==> src/rtl/page_walker_if.sv <==
// rtl/page_walker_if.sv - walk request, PTE read port and TLB fill bundle of the page walker
interface page_walker_if #(
    parameter int SADDR = 64,
    parameter int SPCID = 12
);
    logic             walk_req;
    logic [SADDR-1:0] walk_va;
    logic [SPCID-1:0] walk_pcid;
    logic [SADDR-1:0] root;
    logic             walk_busy;
    logic             mem_req;
    logic [SADDR-1:0] mem_addr;
    logic             mem_ack;
    logic [63:0]      mem_rdata;
    logic             insert;
    logic [SADDR-1:0] va;
    logic [SADDR-1:0] pa;
    logic [SPCID-1:0] pcid;
    logic             fault;
    logic [2:0]       fault_level;

    // master is the walker itself, slave is the TLB/memory side around it
    modport master (
        input  walk_req, walk_va, walk_pcid, root, mem_ack, mem_rdata,
        output walk_busy, mem_req, mem_addr, insert, va, pa, pcid, fault, fault_level
    );
    modport slave (
        output walk_req, walk_va, walk_pcid, root, mem_ack, mem_rdata,
        input  walk_busy, mem_req, mem_addr, insert, va, pa, pcid, fault, fault_level
    );
endinterface

==> src/rtl/page_walker.sv <==
// rtl/page_walker.sv - radix page-table walker filling the TLB; PAGE_WALKER_HUGE_EN enables 2 MiB/1 GiB leaves
module page_walker #(
    parameter int SADDR  = 64,
    parameter int SPAGE  = 12,
    parameter int SPCID  = 12,
    parameter int LEVELS = 4
) (
    input  logic          clk,
    input  logic          rst,
    page_walker_if.master bus
);
    typedef enum logic [2:0] {IDLE, ISSUE, WAIT, DONE, FAULT} state_t;

    state_t                 state, next_state;
    logic [2:0]             lvl;
    logic [SADDR-SPAGE-1:0] base_ppn;
    logic [SADDR-1:0]       va_shift;
    logic [SADDR-1:0]       off_mask;
    logic [SADDR-1:0]       pte_base;
    logic [8:0]             idx;
    logic                   pte_valid;
    logic                   huge;
    logic                   leaf;
    logic                   unused_bits;

    assign va_shift  = bus.va >> (SPAGE + 9 * int'(lvl));
    assign idx       = va_shift[8:0];
    // offset bits of a leaf at the current level: 12 at level 0, 21 at level 1, 30 at level 2
    assign off_mask  = ~({SADDR{1'b1}} << (SPAGE + 9 * int'(lvl)));
    assign pte_base  = {bus.mem_rdata[SADDR-1:SPAGE], {SPAGE{1'b0}}};
    assign pte_valid = bus.mem_rdata[0];

`ifdef PAGE_WALKER_HUGE_EN
    assign huge = bus.mem_rdata[7] && (lvl == 3'd1 || lvl == 3'd2) && (lvl != 3'(LEVELS - 1));
`else
    assign huge = 1'b0;
`endif

    assign leaf        = (lvl == 3'd0) || huge;
    assign unused_bits = ^{bus.mem_rdata, va_shift, bus.root[SPAGE-1:0]};

    always_ff @(posedge clk or posedge rst) begin
        if (rst) begin
            state <= IDLE;
        end else begin
            state <= next_state;
        end
    end

    always_comb begin
        next_state = state;
        case (state)
            IDLE:  if (bus.walk_req) next_state = ISSUE;
            ISSUE: next_state = WAIT;
            WAIT: begin
                if (bus.mem_ack) begin
                    if (!pte_valid)  next_state = FAULT;
                    else if (leaf)   next_state = DONE;
                    else             next_state = ISSUE;
                end
            end
            DONE:    next_state = IDLE;
            FAULT:   next_state = IDLE;
            default: next_state = IDLE;
        endcase
    end

    assign bus.walk_busy = (state != IDLE);
    assign bus.mem_req   = (state == WAIT);
    assign bus.insert    = (state == DONE);
    assign bus.fault     = (state == FAULT);

    always_ff @(posedge clk or posedge rst) begin
        if (rst) begin
            lvl             <= '0;
            base_ppn        <= '0;
            bus.mem_addr    <= '0;
            bus.va          <= '0;
            bus.pa          <= '0;
            bus.pcid        <= '0;
            bus.fault_level <= '0;
        end else begin
            case (state)
                IDLE: begin
                    if (bus.walk_req) begin
                        bus.va   <= bus.walk_va;
                        bus.pcid <= bus.walk_pcid;
                        base_ppn <= bus.root[SADDR-1:SPAGE];
                        lvl      <= 3'(LEVELS - 1);
                    end
                end
                ISSUE: bus.mem_addr <= {base_ppn, idx, 3'b000};
                WAIT: begin
                    if (bus.mem_ack) begin
                        if (!pte_valid) begin
                            bus.fault_level <= lvl;
                        end else if (leaf) begin
                            bus.pa <= (pte_base & ~off_mask) | (bus.va & off_mask);
                        end else begin
                            base_ppn <= bus.mem_rdata[SADDR-1:SPAGE];
                            lvl      <= lvl - 3'd1;
                        end
                    end
                end
                default: ;
            endcase
        end
    end
endmodule

==> src/flat_wrapper.sv <==
// flat-port wrapper written by rule: the top's interface ports become plain ports
module page_walker_flat 
#(
    parameter int SADDR  = 64,
    parameter int SPAGE  = 12,
    parameter int SPCID  = 12,
    parameter int LEVELS = 4
)
  (clk, rst, bus_walk_req, bus_walk_va, bus_walk_pcid, bus_root, bus_mem_ack, bus_mem_rdata, bus_walk_busy, bus_mem_req, bus_mem_addr, bus_insert, bus_va, bus_pa, bus_pcid, bus_fault, bus_fault_level);
  page_walker_if #(.SADDR(SADDR), .SPCID(SPCID)) bus_i ();
  input  logic clk;
  input  logic rst;
  input wire logic [$bits(bus_i.walk_req)-1:0] bus_walk_req;
  input wire logic [$bits(bus_i.walk_va)-1:0] bus_walk_va;
  input wire logic [$bits(bus_i.walk_pcid)-1:0] bus_walk_pcid;
  input wire logic [$bits(bus_i.root)-1:0] bus_root;
  input wire logic [$bits(bus_i.mem_ack)-1:0] bus_mem_ack;
  input wire logic [$bits(bus_i.mem_rdata)-1:0] bus_mem_rdata;
  output wire logic [$bits(bus_i.walk_busy)-1:0] bus_walk_busy;
  output wire logic [$bits(bus_i.mem_req)-1:0] bus_mem_req;
  output wire logic [$bits(bus_i.mem_addr)-1:0] bus_mem_addr;
  output wire logic [$bits(bus_i.insert)-1:0] bus_insert;
  output wire logic [$bits(bus_i.va)-1:0] bus_va;
  output wire logic [$bits(bus_i.pa)-1:0] bus_pa;
  output wire logic [$bits(bus_i.pcid)-1:0] bus_pcid;
  output wire logic [$bits(bus_i.fault)-1:0] bus_fault;
  output wire logic [$bits(bus_i.fault_level)-1:0] bus_fault_level;
  assign bus_i.walk_req = bus_walk_req;
  assign bus_i.walk_va = bus_walk_va;
  assign bus_i.walk_pcid = bus_walk_pcid;
  assign bus_i.root = bus_root;
  assign bus_i.mem_ack = bus_mem_ack;
  assign bus_i.mem_rdata = bus_mem_rdata;
  assign bus_walk_busy = bus_i.walk_busy;
  assign bus_mem_req = bus_i.mem_req;
  assign bus_mem_addr = bus_i.mem_addr;
  assign bus_insert = bus_i.insert;
  assign bus_va = bus_i.va;
  assign bus_pa = bus_i.pa;
  assign bus_pcid = bus_i.pcid;
  assign bus_fault = bus_i.fault;
  assign bus_fault_level = bus_i.fault_level;
  page_walker #(.SADDR(SADDR), .SPAGE(SPAGE), .SPCID(SPCID), .LEVELS(LEVELS)) u_core (.clk(clk), .rst(rst), .bus(bus_i));
endmodule
==> config.mk <==
export PLATFORM = sky130hd
export DESIGN_NAME = page_walker_flat
export DESIGN_NICKNAME = d
export VERILOG_FILES = /design/src/rtl/page_walker_if.sv /design/src/rtl/page_walker.sv /design/src/flat_wrapper.sv
export SDC_FILE = /design/constraint.sdc
export NUM_CORES = 1
export LEC_CHECK = 0
export CORE_MARGIN = 5
export CORE_UTILIZATION = 42
export DETAILED_ROUTE_END_ITERATION = 10
export PLACE_DENSITY = 0.74
export SYNTH_ARGS = -nofsm -noshare
export SYNTH_HDL_FRONTEND = slang
export SYNTH_SLANG_ARGS = --single-unit
==> constraint.sdc <==
create_clock -name clk -period 8.7 [get_ports clk]
set_input_delay 1.74 -clock clk [delete_from_list [all_inputs] [get_ports clk]]
set_output_delay 1.74 -clock clk [all_outputs]
set_load 0.02 [all_outputs]
Word level (Yosys, flattened, before mapping)
Index checks and enable logic that the tools add are counted.
{ "classes": {"n_addsub": 2, "n_mul": 1, "eq_ne": 8, "n_shift": 2, "muxes": 15, "bitwise_logic": 6, "n_reduce_logical": 9} }
{ "op_table": {"columns": ["op", "count"], "rows": [
  ["52-bit two-way mux", 4],
  ["64-bit bitwise AND", 2],
  ["64-bit inverter", 2],
  ["52-bit case mux with 2 select lines", 1],
  ["64-bit bitwise OR", 1],
  ["64-bit by 32-bit << shifter with 64-bit output (first input constant)", 1],
  ["64-bit by 32-bit right shift with 9-bit output", 1],
  ["5-bit by 32-bit adder with 32-bit output (first input constant)", 1],
  ["3-bit two-way mux", 7],
  ["3-bit case mux with 3 select lines", 1],
  ["2-bit != test (second input constant)", 4],
  ["4-bit by 3-bit multiplier with 7-bit output (first input constant)", 1],
  ["3-bit by 2-bit equality test with 1-bit output (second input constant)", 2],
  ["3-bit logical NOT", 2],
  ["3-bit case mux with 2 select lines", 1],
  ["5-bit AND reduction", 1],
  ["2-bit AND reduction", 2],
  ["4-bit AND reduction", 1],
  ["3-bit by 1-bit equality test with 1-bit output (second input constant)", 1],
  ["3-bit equality test (second input constant)", 1],
  ["3-bit AND reduction", 1],
  ["3-bit nonzero test", 1],
  ["3-bit by 1-bit subtractor with 3-bit output (second input constant)", 1],
  ["2-bit two-way mux", 1],
  ["2 further kinds", 2]
]} }
{ "totals": {"regBits": 262, "input_bits": 208, "out_inout_bits": 211, "word_cells": 51} }

Depth between registers and ports, before layout
{ "depth": {"ltp_word": 7, "depth_mapped": 15, "ltp_nobuf": 10} }

Worst setup path before layout
No wires, ideal clock.
{ "synth_path": {"kind": "in2reg", "start": "input bus_mem_rdata[0]", "end": "register u_core.base_ppn[10]", "setup_ns": 0.125, "arrival_time_ns": 2.795, "t_required_ns": 8.575, "setup_slack_ns": 5.780, "stages": 7, "path_buffers": 3, "path_cell_list": "buf_2 -> nand3_1 -> o21ai_0 -> nand2b_1 -> buf_6 -> buf_12 -> mux2_4"} }
{ "synth_between": {"elab_chain_len": 2} }
{ "synth_rtl": {"columns": ["item", "line", "rtl"], "rows": [
  ["from (decl)", "flat_wrapper.sv:18", "input wire logic [$bits(bus_i.mem_rdata)-1:0] bus_mem_rdata;"],
  ["2-bit != test (no line)", null, null],
  ["5-bit AND reduction (no line)", null, null],
  ["to (signal assigned)", "page_walker.sv:88", "base_ppn <= bus.root[SADDR-1:SPAGE];"],
  ["to (signal assigned)", "page_walker.sv:100", "base_ppn <= bus.mem_rdata[SADDR-1:SPAGE];"],
  ["to (decl)", "page_walker.sv:16", "logic [SADDR-SPAGE-1:0] base_ppn;"]
]} }
Every way passes these cells.
A chain may end at the register's enable or synchronous reset.

Worst setup path in the final report
{ "layout_path": {"start": "input bus_walk_req", "end": "register u_core.bus.va[41]"} }
{ "layout_between": {"elab_chain_len": 1} }
{ "layout_rtl": {"columns": ["item", "line", "rtl"], "rows": [
  ["from (decl)", "flat_wrapper.sv:13", "input wire logic [$bits(bus_i.walk_req)-1:0] bus_walk_req;"],
  ["2-bit AND reduction (no line)", null, null],
  ["to (signal assigned)", "page_walker.sv:86", "bus.va <= bus.walk_va;"],
  ["to (decl)", "page_walker_if.sv:25", "output walk_busy, mem_req, mem_addr, insert, va, pa, pcid, fault, fault_level"]
]} }
Every way passes these cells.

==> flow_summary.json <==
{
  "outcome": "finished, final reports clean",
  "gp_congestion": 0.807,
  "worstMarginPinSlew_ns": 1.12,
  "rows": 62,
  "grt_pass1_wl_um": 62200,
  "swShare_pct": 37.4,
  "chipWidth_um": 181,
  "drc_errors": 0,
  "clkTransAtPathRegs_ns": 0.06,
  "areaGrowthSynthToFinish_pct": 41.3,
  "wire_per_inst_um": 24.0,
  "syn_area_um2": 12300,
  "port_buffers": 392,
  "switching_power_mw": 2.43,
  "clkPwrFrac_pct": 19.1,
  "yosys_warnings": 0,
  "cpPeakStageDelay_ns": 0.85,
  "synth_cell_types": 52,
  "ir_worst_vdd_mv": 0.224,
  "cts-resized-gates": 0,
  "rsz0062_at_grt": "false",
  "grt_use_total_pct": 24.6,
  "crit_required_ns": 9.13,
  "ys_seq_elements": 262,
  "grt_remaining_overflow": 0,
  "final_util_pct": 60.2,
  "vias": 9053,
  "crit_type": "in -> reg",
  "max_clock_freq_mhz": 256,
  "final_common_cell": "clkdlybuf4s50_1",
  "hold_path_depth": 2,
  "worstSetupEndpointType": "flop",
  "maxCapViolCount": 0,
  "fin_setup_tns_ns": 0,
  "power_frac_seq_pct": 32.8,
  "cts_buffers": 30,
  "async_flop_share_pct": 100,
  "initial_core_util_pct": 42.6,
  "finalSetupViolations": 0,
  "critical_path.cell_chain": "clkdlybuf4s50_1 -> nand2b_1 -> nor2_4 -> buf_4 -> mux2_2",
  "r2r_start": "u_core.lvl[2]$_DFFE_PP0P_",
  "diodes": 0,
  "clk_latency_ns": 0.55,
  "syn_avg_cell_area_um2": 12.9,
  "core_um2": 28800,
  "synth_flop_cell": "dfrtp_1",
  "dieArea_um2": 32700,
  "hold_end": "u_core.bus.pa[53]$_DFFE_PP0P_",
  "combPwrFrac_pct": 48.1,
  "hp-start": "u_core.bus.pa[53]$_DFFE_PP0P_",
  "num-nets-final": 1536,
  "cts_max_path_buffers": 3,
  "power_density_nw_per_um2": 374,
  "worst-path-buf-inv": 2,
  "clockRootBuffer": "clkbuf_16",
  "power.internal_mw": 4.06,
  "grt_pass1_vias": 9698,
  "layout_common_cells": "392 x clkdlybuf4s50_1, 262 x dfrtp_1, 186 x mux2_2, 79 x nand2_1, 56 x o21ai_0",
  "first_iter_violations": 514,
  "regToRegEndpoint": "u_core.bus.pa[14]$_DFFE_PP0P_",
  "fin_crit_sh_pct": 45.0,
  "drive_above_1_share_pct": 22.9,
  "ant_nets": 0,
  "crit_slowest_cell": "nor2_4",
  "cp_top_family": "buffers and inverters",
  "grt_max_degree": 157,
  "crit_arrival_ns": 4.34,
  "hpwl_um": 30400,
  "clock_sinks": 262,
  "num_io_pins": 419,
  "synth-seq-area-share_pct": 53.4,
  "drv_slew": 0,
  "clock-skew-final_ns": 0.0118,
  "slew_headroom_pct": 24.9,
  "layout_min_cycle_time_ns": 3.91,
  "dr.pass1.iters": 5,
  "vias_per_cell": 5.25,
  "hp-class": "reg -> reg",
  "synth_edf_count": 0,
  "die_h_um": 181,
  "leakage_nw": 7.40,
  "hold_violations": 0,
  "cts_hold_buf": 0,
  "syn_inst": 948,
  "post-cts-setup-buffers": 0,
  "crit_path_max_fanout": 42,
  "reg2reg_slack_ns": 4.94,
  "drt_wl_total_um": 41400,
  "start_kind": "input pin",
  "htree_num_levels": 1,
  "rr_worst_depth": 11,
  "antenna_found_initial": 1,
  "cts_tree": "done"
}
state kept, by name, indices dropped and copies added, names as in the netlist:
register and flops:
u_core.base_ppn 52, u_core.bus.fault_level 3, u_core.bus.mem_addr 61, u_core.bus.pa 64, u_core.bus.pcid 12, u_core.bus.va 64
u_core.lvl 3, u_core.state 3
Yosys cell counts, types with 2 or more instances:
cell type	count	area, µm²
o31ai_1	2	15.0
buf_4	7	52.6
a211oi_1	2	15.0
a21oi_1	44	220
dfrtp_1	262	6560
clkbuf_1	15	56.3
mux2_4	49	736
nand3b_1	2	15.0
nor2_1	32	120
nand2b_1	9	56.3
nor2b_1	4	25.0
mux2_2	186	2090
o21ai_0	56	280
and2_1	3	18.8
nand3_1	12	60.1
mux2i_1	44	440
o211ai_1	6	45.0
nor3b_1	2	15.0
buf_2	35	175
mux4_2	9	203
a31oi_1	12	75.1
buf_12	5	100
or3_1	2	12.5
ha_1	10	125
a22o_1	5	43.8
nor3b_2	2	25.0
o21a_1	5	37.5
buf_6	6	67.6
a22oi_1	3	22.5
nand4b_1	5	43.8
nand2_1	79	297
a21o_1	2	15.0
inv_1	11	41.3
a211o_1	2	17.5
worst reg2reg max path: cells and delay by family (launching register included):
kind,cells,cell delay (ns)
compound gates,3,0.98
buf+inv,4,0.86
mux,1,0.36
flops,1,0.32
fa+ha+maj,3,1.08
final cells by class:
cell class | instances | area [µm²]
Clock buffer | 48 | 910
Clock inverter | 6 | 62.6
Fill cell | 2368 | 11400
Inverter | 11 | 45.0
Multi-Input combinational cell | 609 | 5260
Sequential cell | 262 | 6560
Tap cell | 384 | 480
Timing Repair Buffer | 404 | 4030
power groups by stage:
stage               sequential, mW  clock [mW]  combinational (mW)
global route                  2.19        1.32                3.30
finish                        2.13        1.24                3.12
global placement              2.12           0                3.11
CTS                           2.13        1.27                3.16
detailed placement            2.14           0                3.14
floorplan                     2.43           0                1.51
per-layer routing:
metal  wire length (µm)  GRT usage (%)
met5                  0              0
met4               1060           6.50
met3               3140           6.78
met2              20100           41.1
met1              17100           31.8
through the flow:
| step | worst slack [ns] | cell area, µm² | hold slack (ns) | total power [mW] | cells |
|---|---|---|---|---|---|
| after global routing | 4.66 | 17300 | 0.500 | 6.82 | 1724 |
| after floorplan | 3.50 | 12300 | 0.474 | 3.94 | 950 |
| after detailed placement | 4.20 | 16400 | 0.467 | 5.28 | 1670 |
| final | 4.79 | 17300 | 0.479 | 6.49 | 1724 |
| after global placement | 4.23 | 16400 | 0.458 | 5.23 | 1670 |
| after CTS | 4.77 | 17300 | 0.481 | 6.55 | 1724 |
worst max path at each step:
| stage | start | slack [ns] | cells after the start | end |
|---|---|---|---|---|
| after floorplan | rst | 3.50 | 1 | u_core.base_ppn[0]$_DFFE_PP0P_ |
| after global placement | bus_walk_req | 4.23 | 5 | u_core.bus.va[41]$_DFFE_PP0P_ |
| after detailed placement | bus_walk_req | 4.20 | 5 | u_core.bus.pcid[2]$_DFFE_PP0P_ |
| after CTS | bus_walk_req | 4.77 | 5 | u_core.bus.pcid[2]$_DFFE_PP0P_ |
| after global routing | u_core.state[1]$_DFFE_PP0P_ | 4.66 | 3 | bus_insert |
| final | bus_walk_req | 4.79 | 5 | u_core.bus.va[41]$_DFFE_PP0P_ |
cell families (layout without fill, tap and decap cells):
| kind of cell | after synthesis | after routing | share of synthesized area (%) |
|---|---|---|---|
| buffers and inverters | 79 | 469 | 4.02 |
| AO/OA/AOI/OAI | 146 | 146 | 6.90 |
| multiplexers | 288 | 288 | 28.3 |
| adder cells (fa/ha/maj) | 10 | 10 | 1.02 |
| AND/OR/NAND/NOR | 162 | 162 | 6.28 |
| other | 1 | 3 | 0.0306 |
| flip-flops | 262 | 262 | 53.4 |
(Power assumes the default switching activity.)
